--- src/rtl/dmi_arbiter_pkg.sv ---
// Shared debug-module types: DMI request/response payloads and op/response codes.
package dm;

  localparam logic [1:0] DTM_NOP     = 2'h0;
  localparam logic [1:0] DTM_READ    = 2'h1;
  localparam logic [1:0] DTM_WRITE   = 2'h2;

  localparam logic [1:0] DTM_SUCCESS = 2'h0;
  localparam logic [1:0] DTM_FAILED  = 2'h2;
  localparam logic [1:0] DTM_BUSY    = 2'h3;

  typedef struct packed {
    logic [6:0]  addr;
    logic [1:0]  op;
    logic [31:0] data;
  } dmi_req_t;

  typedef struct packed {
    logic [31:0] data;
    logic [1:0]  resp;
  } dmi_resp_t;

endpackage

--- src/rtl/dmi_arbiter_rr_picker.sv ---
// Combinational round-robin picker: first valid requester after i_last, wrapping.
module dmi_rr_picker #(
  parameter int unsigned NumReq = 2,
  parameter int unsigned IdxW   = (NumReq > 1) ? $clog2(NumReq) : 1
) (
  input  logic [NumReq-1:0] i_valid,
  input  logic [IdxW-1:0]   i_last,
  output logic [IdxW-1:0]   o_pick,
  output logic              o_pick_valid
);

  logic [IdxW-1:0] w_cand;

  // Scan from i_last+1 around the ring; the first hit wins.
  always_comb begin
    o_pick       = '0;
    o_pick_valid = 1'b0;
    w_cand       = '0;
    for (int unsigned k = 1; k <= NumReq; k++) begin
      w_cand = IdxW'((32'(i_last) + k) % NumReq);
      if (!o_pick_valid && i_valid[w_cand]) begin
        o_pick       = w_cand;
        o_pick_valid = 1'b1;
      end
    end
  end

endmodule

--- src/rtl/dmi_arbiter.sv ---
// Shares one DMI port between NumReq requesters, one transaction in flight,
// round-robin grant, response routing and a response timeout that swallows
// the late beat before any new request is issued.
module dmi_arbiter
  import dm::*;
#(
  parameter int unsigned NumReq        = 2,
  parameter int unsigned TimeoutCycles = 1024
) (
  input  logic                  clk_i,
  input  logic                  rst_i,
  input  logic [NumReq-1:0]     req_valid_i,
  output logic [NumReq-1:0]     req_ready_o,
  input  dm::dmi_req_t [NumReq-1:0] req_i,
  output logic [NumReq-1:0]     resp_valid_o,
  input  logic [NumReq-1:0]     resp_ready_i,
  output dm::dmi_resp_t         resp_o,
  output dm::dmi_req_t          dmi_req_o,
  output logic                  dmi_req_valid_o,
  input  logic                  dmi_req_ready_i,
  input  dm::dmi_resp_t         dmi_resp_i,
  input  logic                  dmi_resp_valid_i,
  output logic                  dmi_resp_ready_o,
  output logic                  busy_o
);

  localparam int unsigned IdxW      = (NumReq > 1) ? $clog2(NumReq) : 1;
  localparam int unsigned TimerW    = (TimeoutCycles > 0) ? $clog2(TimeoutCycles + 1) : 1;
  localparam bit          TimeoutEn = (TimeoutCycles != 0);
  localparam logic [TimerW-1:0] TimerLast = TimeoutEn ? TimerW'(TimeoutCycles - 1) : '0;
  localparam logic [IdxW-1:0]   LastInit  = IdxW'(NumReq - 1);

  typedef enum logic [1:0] {IDLE, REQ, RESP, RET} state_e;

  state_e            r_state, w_state_n;
  dmi_req_t          r_req, w_req_n;
  dmi_resp_t         r_resp, w_resp_n;
  logic [IdxW-1:0]   r_idx, w_idx_n;
  logic [IdxW-1:0]   r_last, w_last_n;
  logic [TimerW-1:0] r_timer, w_timer_n;
  logic              r_late, w_late_n;

  logic [IdxW-1:0]   w_pick;
  logic              w_pick_valid;

  dmi_rr_picker #(
    .NumReq (NumReq),
    .IdxW   (IdxW)
  ) u_picker (
    .i_valid      (req_valid_i),
    .i_last       (r_last),
    .o_pick       (w_pick),
    .o_pick_valid (w_pick_valid)
  );

  // State and held transaction registers.
  always_ff @(posedge clk_i) begin
    if (rst_i) begin
      r_state <= IDLE;
      r_req   <= '0;
      r_resp  <= '0;
      r_idx   <= '0;
      r_last  <= LastInit;
      r_timer <= '0;
      r_late  <= 1'b0;
    end else begin
      r_state <= w_state_n;
      r_req   <= w_req_n;
      r_resp  <= w_resp_n;
      r_idx   <= w_idx_n;
      r_last  <= w_last_n;
      r_timer <= w_timer_n;
      r_late  <= w_late_n;
    end
  end

  // Next-state, handshakes and timeout bookkeeping.
  always_comb begin
    w_state_n        = r_state;
    w_req_n          = r_req;
    w_resp_n         = r_resp;
    w_idx_n          = r_idx;
    w_last_n         = r_last;
    w_timer_n        = r_timer;
    w_late_n         = r_late;
    req_ready_o      = '0;
    resp_valid_o     = '0;
    dmi_req_valid_o  = 1'b0;
    dmi_resp_ready_o = r_late;

    unique case (r_state)
      IDLE: begin
        // A late beat must drain before the DM sees another request.
        if (!r_late && w_pick_valid) begin
          req_ready_o[w_pick] = 1'b1;
          w_req_n             = req_i[w_pick];
          w_idx_n             = w_pick;
          w_state_n           = REQ;
        end
      end
      REQ: begin
        dmi_req_valid_o = 1'b1;
        if (dmi_req_ready_i) begin
          w_timer_n = '0;
          w_state_n = RESP;
        end
      end
      RESP: begin
        dmi_resp_ready_o = 1'b1;
        if (dmi_resp_valid_i) begin
          w_resp_n  = dmi_resp_i;
          w_state_n = RET;
        end else begin
          if (r_timer != '1) w_timer_n = r_timer + 1'b1;
          if (TimeoutEn && (r_timer == TimerLast)) begin
            w_resp_n  = '{data: 32'h0, resp: DTM_FAILED};
            w_late_n  = 1'b1;
            w_state_n = RET;
          end
        end
      end
      RET: begin
        resp_valid_o[r_idx] = 1'b1;
        if (resp_ready_i[r_idx]) begin
          w_last_n  = r_idx;
          w_state_n = IDLE;
        end
      end
      default: w_state_n = IDLE;
    endcase

    // r_late is never set while in RESP, so this cannot steal a live response.
    if (r_late && dmi_resp_valid_i) w_late_n = 1'b0;
  end

  assign dmi_req_o = r_req;
  assign resp_o    = r_resp;
  assign busy_o    = (r_state != IDLE) || r_late;

`ifndef SYNTHESIS
  a_no_stray_resp: assert property (@(posedge clk_i) disable iff (rst_i)
    dmi_resp_valid_i |-> dmi_resp_ready_o)
    else $error("dmi_arbiter: DM response with no transaction waiting");

  for (genvar g = 0; g < NumReq; g++) begin : g_req_chk
    a_req_hold: assert property (@(posedge clk_i) disable iff (rst_i)
      (req_valid_i[g] && !req_ready_o[g]) |=> req_valid_i[g])
      else $error("dmi_arbiter: requester %0d dropped valid before ready", g);
  end
`endif

endmodule

--- config.mk ---
export PLATFORM = sky130hd
export DESIGN_NAME = dmi_arbiter
export DESIGN_NICKNAME = d
export VERILOG_FILES = /design/src/rtl/dmi_arbiter_pkg.sv /design/src/rtl/dmi_arbiter_rr_picker.sv /design/src/rtl/dmi_arbiter.sv
export SDC_FILE = /design/constraint.sdc
export NUM_CORES = 1
export LEC_CHECK = 0
export ABC_AREA = 1
export CAP_MARGIN = 10
export CELL_PAD_IN_SITES_DETAIL_PLACEMENT = 0
export CELL_PAD_IN_SITES_GLOBAL_PLACEMENT = 1
export CORE_ASPECT_RATIO = 1.5
export CORE_UTILIZATION = 24
export DETAILED_ROUTE_END_ITERATION = 8
export GPL_ROUTABILITY_DRIVEN = 0
export HOLD_SLACK_MARGIN = 0.06
export PLACE_DENSITY_LB_ADDON = 0.3
export SYNTH_ARGS = -nofsm -noshare
export SYNTH_HDL_FRONTEND = slang
export SYNTH_SLANG_ARGS = --single-unit
--- constraint.sdc ---
create_clock -name clk_i -period 1.5 [get_ports clk_i]
set_input_delay 0.15 -clock clk_i [delete_from_list [all_inputs] [get_ports clk_i]]
set_output_delay 0.15 -clock clk_i [all_outputs]
set_load 0.05 [all_outputs]
Yosys cells after proc, flatten, opt, wreduce, memory -nomap -nowiden
Cells that the tools add are included.
- magnitude comparators: 6
- multiplexer cells: 33
- reductions and logical operators: 19
- add/subtract/negate cells: 3
- eq/ne operators: 11
- bitwise logic cells: 1
- operators by type and width (cell ; number):
    $mux W41 ; 2
    $mux W34 ; 2
    $mux W11 ; 3
    $pmux W11 S2 ; 1
    $mux W2 ; 8
    $mux W1 ; 14
    $add A11 B1 Y11 const B ; 1
    $eq A11 B10 Y1 const B ; 1
    $ne A11 B11 Y1 const B ; 1
    $ne A2 B2 Y1 const B ; 5
    $lt A1 B2 Y1 const B ; 4
    $pmux W2 S4 ; 1
    $reduce_and A4 Y1 ; 2
    $reduce_and A2 Y1 ; 3
    $reduce_bool A2 Y1 ; 3
    $logic_and A1 B1 Y1 ; 5
    $eq A2 B2 Y1 const B ; 2
    $ne A3 B3 Y1 const B ; 1
    $reduce_and A3 Y1 ; 1
    $add A1 B1 Y1 const B ; 2
    $demux W1 S1 ; 2
    $eq A2 B1 Y1 const B ; 1
    $ge A1 B1 Y1 const B ; 2
    $logic_not A1 Y1 ; 2
    other kinds (4) ; 4
- register bits after elaboration: 91

Logic depth before layout (Yosys ltp)
- word-level depth: 13
- gate-level depth with buffers: 10

Cells and area by module
Synthesis repeated with hierarchy kept, for this count alone.
- cell total of the unflattened synthesis: 554
- area total of the unflattened synthesis: 4018.9 um^2
- by module, submodules not included (module ; sequential area each (um^2) ; cells each ; area an instance (um^2) ; instances):
    dmi_arbiter ; 1821.7 ; 551 ; 4003.8 ; 1
    dmi_rr_picker ; 0.0 ; 3 ; 15.0 ; 1

Worst setup path before layout
No wires, ideal clock.
- path type: register to register
- start point: register r_state[1]
- end point: register r_timer[8]
- clock period less this slack: 1.659 ns
- buffers on the path: 1
- cell stages (with the launch flop): 10
- setup slack: -0.159 ns
- arrival: 1.549 ns
- path through: dfxtp_1 -> inv_1 -> ha_1 -> inv_1 -> nor2_1 -> nor2_2 -> buf_2 -> nand3_1 -> nand2_1 -> nor2_1
- longest elaborated chain between the ends: 3
- elaborated cells between the ends (all ways): 8
- classes of those cells: eq/ne: 5; mux: 1; reduce/logical: 2
- ends and longest elaborated chain (what ; RTL line ; text):
    start: declaration ; dmi_arbiter.sv:35 ; state_e r_state, w_state_n;
    start signal: assignment ; dmi_arbiter.sv:67 ; r_state <= w_state_n;
    $eq A2 B2 Y1 / $eq A2 B1 Y1 (equally long branches) ; dmi_arbiter.sv:91 ; unique case (r_state)
    $ne A2 B2 Y1 (no source line) / $reduce_bool A2 Y1 (equally long branches) ; - ;
    $reduce_and A4 Y1 (no source line) ; - ;
    end signal: assignment ; dmi_arbiter.sv:72 ; r_timer <= w_timer_n;
    end: declaration ; dmi_arbiter.sv:40 ; logic [TimerW-1:0] r_timer, w_timer_n;
Parallel ways exist; a longest one is shown, timed or not.
A chain may end at the register's enable or synchronous reset.

Final worst setup path
- start point: register r_state[1]
- end point: output port req_ready_o[0]
- longest elaborated chain between the ends: 2
- ends and longest elaborated chain (what ; RTL line ; text):
    $logic_not A2 Y1 ; dmi_arbiter.sv:91 ;
    $mux W2 ; dmi_arbiter.sv:91 ;
    end: declaration ; dmi_arbiter.sv:13 ; output logic [NumReq-1:0] req_ready_o,
No other way between the ends.

==> run_results.csv <==
group,metric,value,unit
timing,max_slew_margin,0.701,
min_path,min_path_cells,3,
detailed_routing,drcViolationCount,0,
synth,synth_cells,550,
synth,yosysWarnings,0,
timing,fin_crit_sh,1.00,
timing,hold_violations,0,
pwr,fin_total_pwr,0.0113,W
worst_setup_path,crit_top_cell,"buf_12",
synth,yosysMostFrequentCell,"nand2_1",
worst_setup_path,cp_slowest_cell,"dfxtp_4",
worst_setup_path,start_kind,"flop",
timing,period_minus_slack,1.51,ns
floorplan,rows,56,
detailed_routing,postRouteAntennaNets,0,
timing,skew,0.00851,ns
worst_setup_path,worstSetupPathType,"reg2out",
cells_and_area,seqCellArea,0.00183,mm²
detailed_routing,first_pass_iters,5,
synth,yosys.area.top_type,"dfxtp_1",
cells_and_area,drive_above_1_share,0.233,
timing,tightest_slew,0.449,ns
worst_setup_path,crit_fanout,4,
global_routing,track_usage,0.156,
global_routing,grt_overflow,0,
detailed_routing,viasPerCell,4.45,
job,drv_cap,0,
worst_setup_path,crit_arrival,1.36,ns
floorplan,boundaryPins,206,
worst_setup_path,regToRegSetupSlack,0.05,ns
floorplan,die_h,158,µm
pwr,cellLeakagePower,2.71,nW
synth,synth_edf_count,0,
synth,synthTopCellsByArea,"dfxtp_1, nand2_1, a31oi_1",
synth,synthFlopType,"dfxtp_1",
synth,syn-num-nets,680,
placement,dpl.hpwl,9.99,mm
cells_and_area,nNetsFinal,902,
timing,slew_violations,0,
cells_and_area,area_growth_syn_to_layout,73.5,%
floorplan,die_w,106,µm
timing,rsz0062_at_grt,"yes",
clocking,cts_buffers,9,
floorplan,fp.dieArea,0.0167,mm²
clocking,clk_latency,0.34,ns
synth,synthArstFlopShare,0,
timing,setup_viol_count_final,1,
global_routing,grt_pass1_wl,20.6,mm
cells_and_area,fillers,1606,
global_routing,grt_pass1_vias,4202,
timing,max_freq,664,MHz
clocking,htree_levels,3,
synth,netlist_area,0.00389,mm²
worst_setup_path,cp.required,1.35,ns
worst_setup_path,cp.depth,6,
clocking,clkSinkCount,91,
outcome,status,"finished, violations left",
outcome,violations,"negative setup slack",
placement,port_buffers,205,
clocking,clock-root-buffer,"clkbuf_16",
worst_setup_path,critPathMaxStageDelay,0.37,ns
floorplan,start_util,0.247,
detailed_routing,wire_per_inst,13.9,µm
detailed_routing,postRouteWirelength,13.6,mm
worst_setup_path,crit_buf_inv,3,
worst_setup_path,cp-end-kind,"primary output",
worst_setup_path,crit_chain,"inv_4, ha_4, nand2_4, nor2_4, buf_12, buf_12",
synth,synth_seq_cells,91,
synth,seq_area_frac_synth,0.468,
clocking,tritoncts,"built",
synth,synthTopCellsByCount,"nand2_1, dfxtp_1, a21oi_1",
worst_setup_path,cp_top_family,"flip-flops",
worst_setup_path,r2r_cells,11,
global_routing,antenna_found_initial,0,
cells_and_area,multi_input_area,0.00193,mm²
pwr,ir_worst_vdd,0.000775,V
detailed_routing,drt_iter0_drc,149,
timing,final.setup.worst_slack,-0.00635,ns
synth,synth_cell_types,23,
detailed_routing,vias,4358,
clocking,clk_pin_slew,0.07,ns
clocking,cts_buffer_depth,2,
timing,hold_slack,0.264,ns
pwr,p_per_area,1670,mW/mm²
synth,synth_top_area_frac,0.468,
min_path,holdCritPathClass,"in2reg",
global_routing,grt_max_degree,39,
synth,syn_area_per_cell,7.08,µm²
cells_and_area,diodes,0,
floorplan,core,0.0158,mm²
[where the power goes]
group          switching (W)  total (W)  internal [W]
clock                0.00101    0.00233       0.00132
sequential          0.000287    0.00316       0.00287
combinational        0.00356    0.00579       0.00223
total                0.00485     0.0113       0.00642
[path summary, 6_finish.rpt]
kind / start / end
worst max-delay path: r_state[1] / req_ready_o[0]
worst min-delay path: rst_i / resp_o[25]
worst max register to register: r_timer[0] / r_timer[8]
worst min register to register: resp_o[1] / resp_o[1]
[stage by stage]
step	cell area (µm²)	std cells	setup slack, ns	TNS, ns	utilization
after floorplan	3900	550	0.0122	0	-
after global placement	6180	954	-0.0850	-3.30	0.392
after detailed placement	6180	954	-0.151	-4.98	0.392
after CTS	6620	977	-0.0488	-0.112	0.420
after global routing	6750	980	-0.0675	-0.979	0.428
final	6750	980	-0.00635	-0.00635	0.428
[worst reg2reg max path, stage by stage, from the launching register on]
cell and delay (ns):
dfxtp_2 0.35, ha_4 0.14, nand2_2 0.08, buf_4 0.15
inv_1 0.07, nand2_2 0.07, buf_4 0.14, nor3_2 0.11
nand3_1 0.10, nand2_1 0.06, inv_1 0.03, nor2_1 0.08
[repair_timing]
action / in CTS / in global routing
resized for setup: 26 / 27
cloned: 0 / 2
pin swaps: 6 / 10
hold buffers: 0 / 0
endpoints found under the setup margin: 19 / 59
setup buffers: 7 / 1
[flip-flops by register name, summed over array words and instances, names as in the netlist]
signal and flops:
dmi_req_o 41, r_idx 1, r_last 1, r_late 1, r_state 2, r_timer 11
resp_o 34
[cell families after synthesis]
family / synth area share
adder cells (fa/ha/maj): 0.0193
AND/OR/NAND/NOR: 0.311
AO/OA/AOI/OAI: 0.134
flip-flops: 0.468
buffers and inverters: 0.0675
[per-layer routing]
metal  track usage  vias to the layer above  share of wire
met2         0.294                      162           0.53
met1         0.165                     1962           0.39
li1              -                     2222              -
met5             0                        -              0
met3        0.0486                       12          0.068
met4        0.0456                        0          0.011
[cells in the final DEF, fill, tap and decap left out, drive strengths merged]
cell           count
or2                2
o21bai             1
nor2              30
o21ai              5
clkinv             2
clkdlybuf4s50    120
a21boi             1
clkbuf            12
buf              118
a21oi             43
inv               31
bufinv             1
clkinvlp           1
o211ai             1
nand3             24
ha                 6
dlymetal6s2s       2
nand2            239
a31oi             41
nand4              2
nor3               4
dfxtp             91
[final cells by class]
type	instances	area share
Multi-Input combinational cell	399	0.286
Clock inverter	6	0.0109
Sequential cell	91	0.271
Inverter	29	0.0169
Tap cell	203	0.0376
Clock buffer	10	0.0339
Timing Repair Buffer	242	0.344
Power figures use the tool's default switching activity.
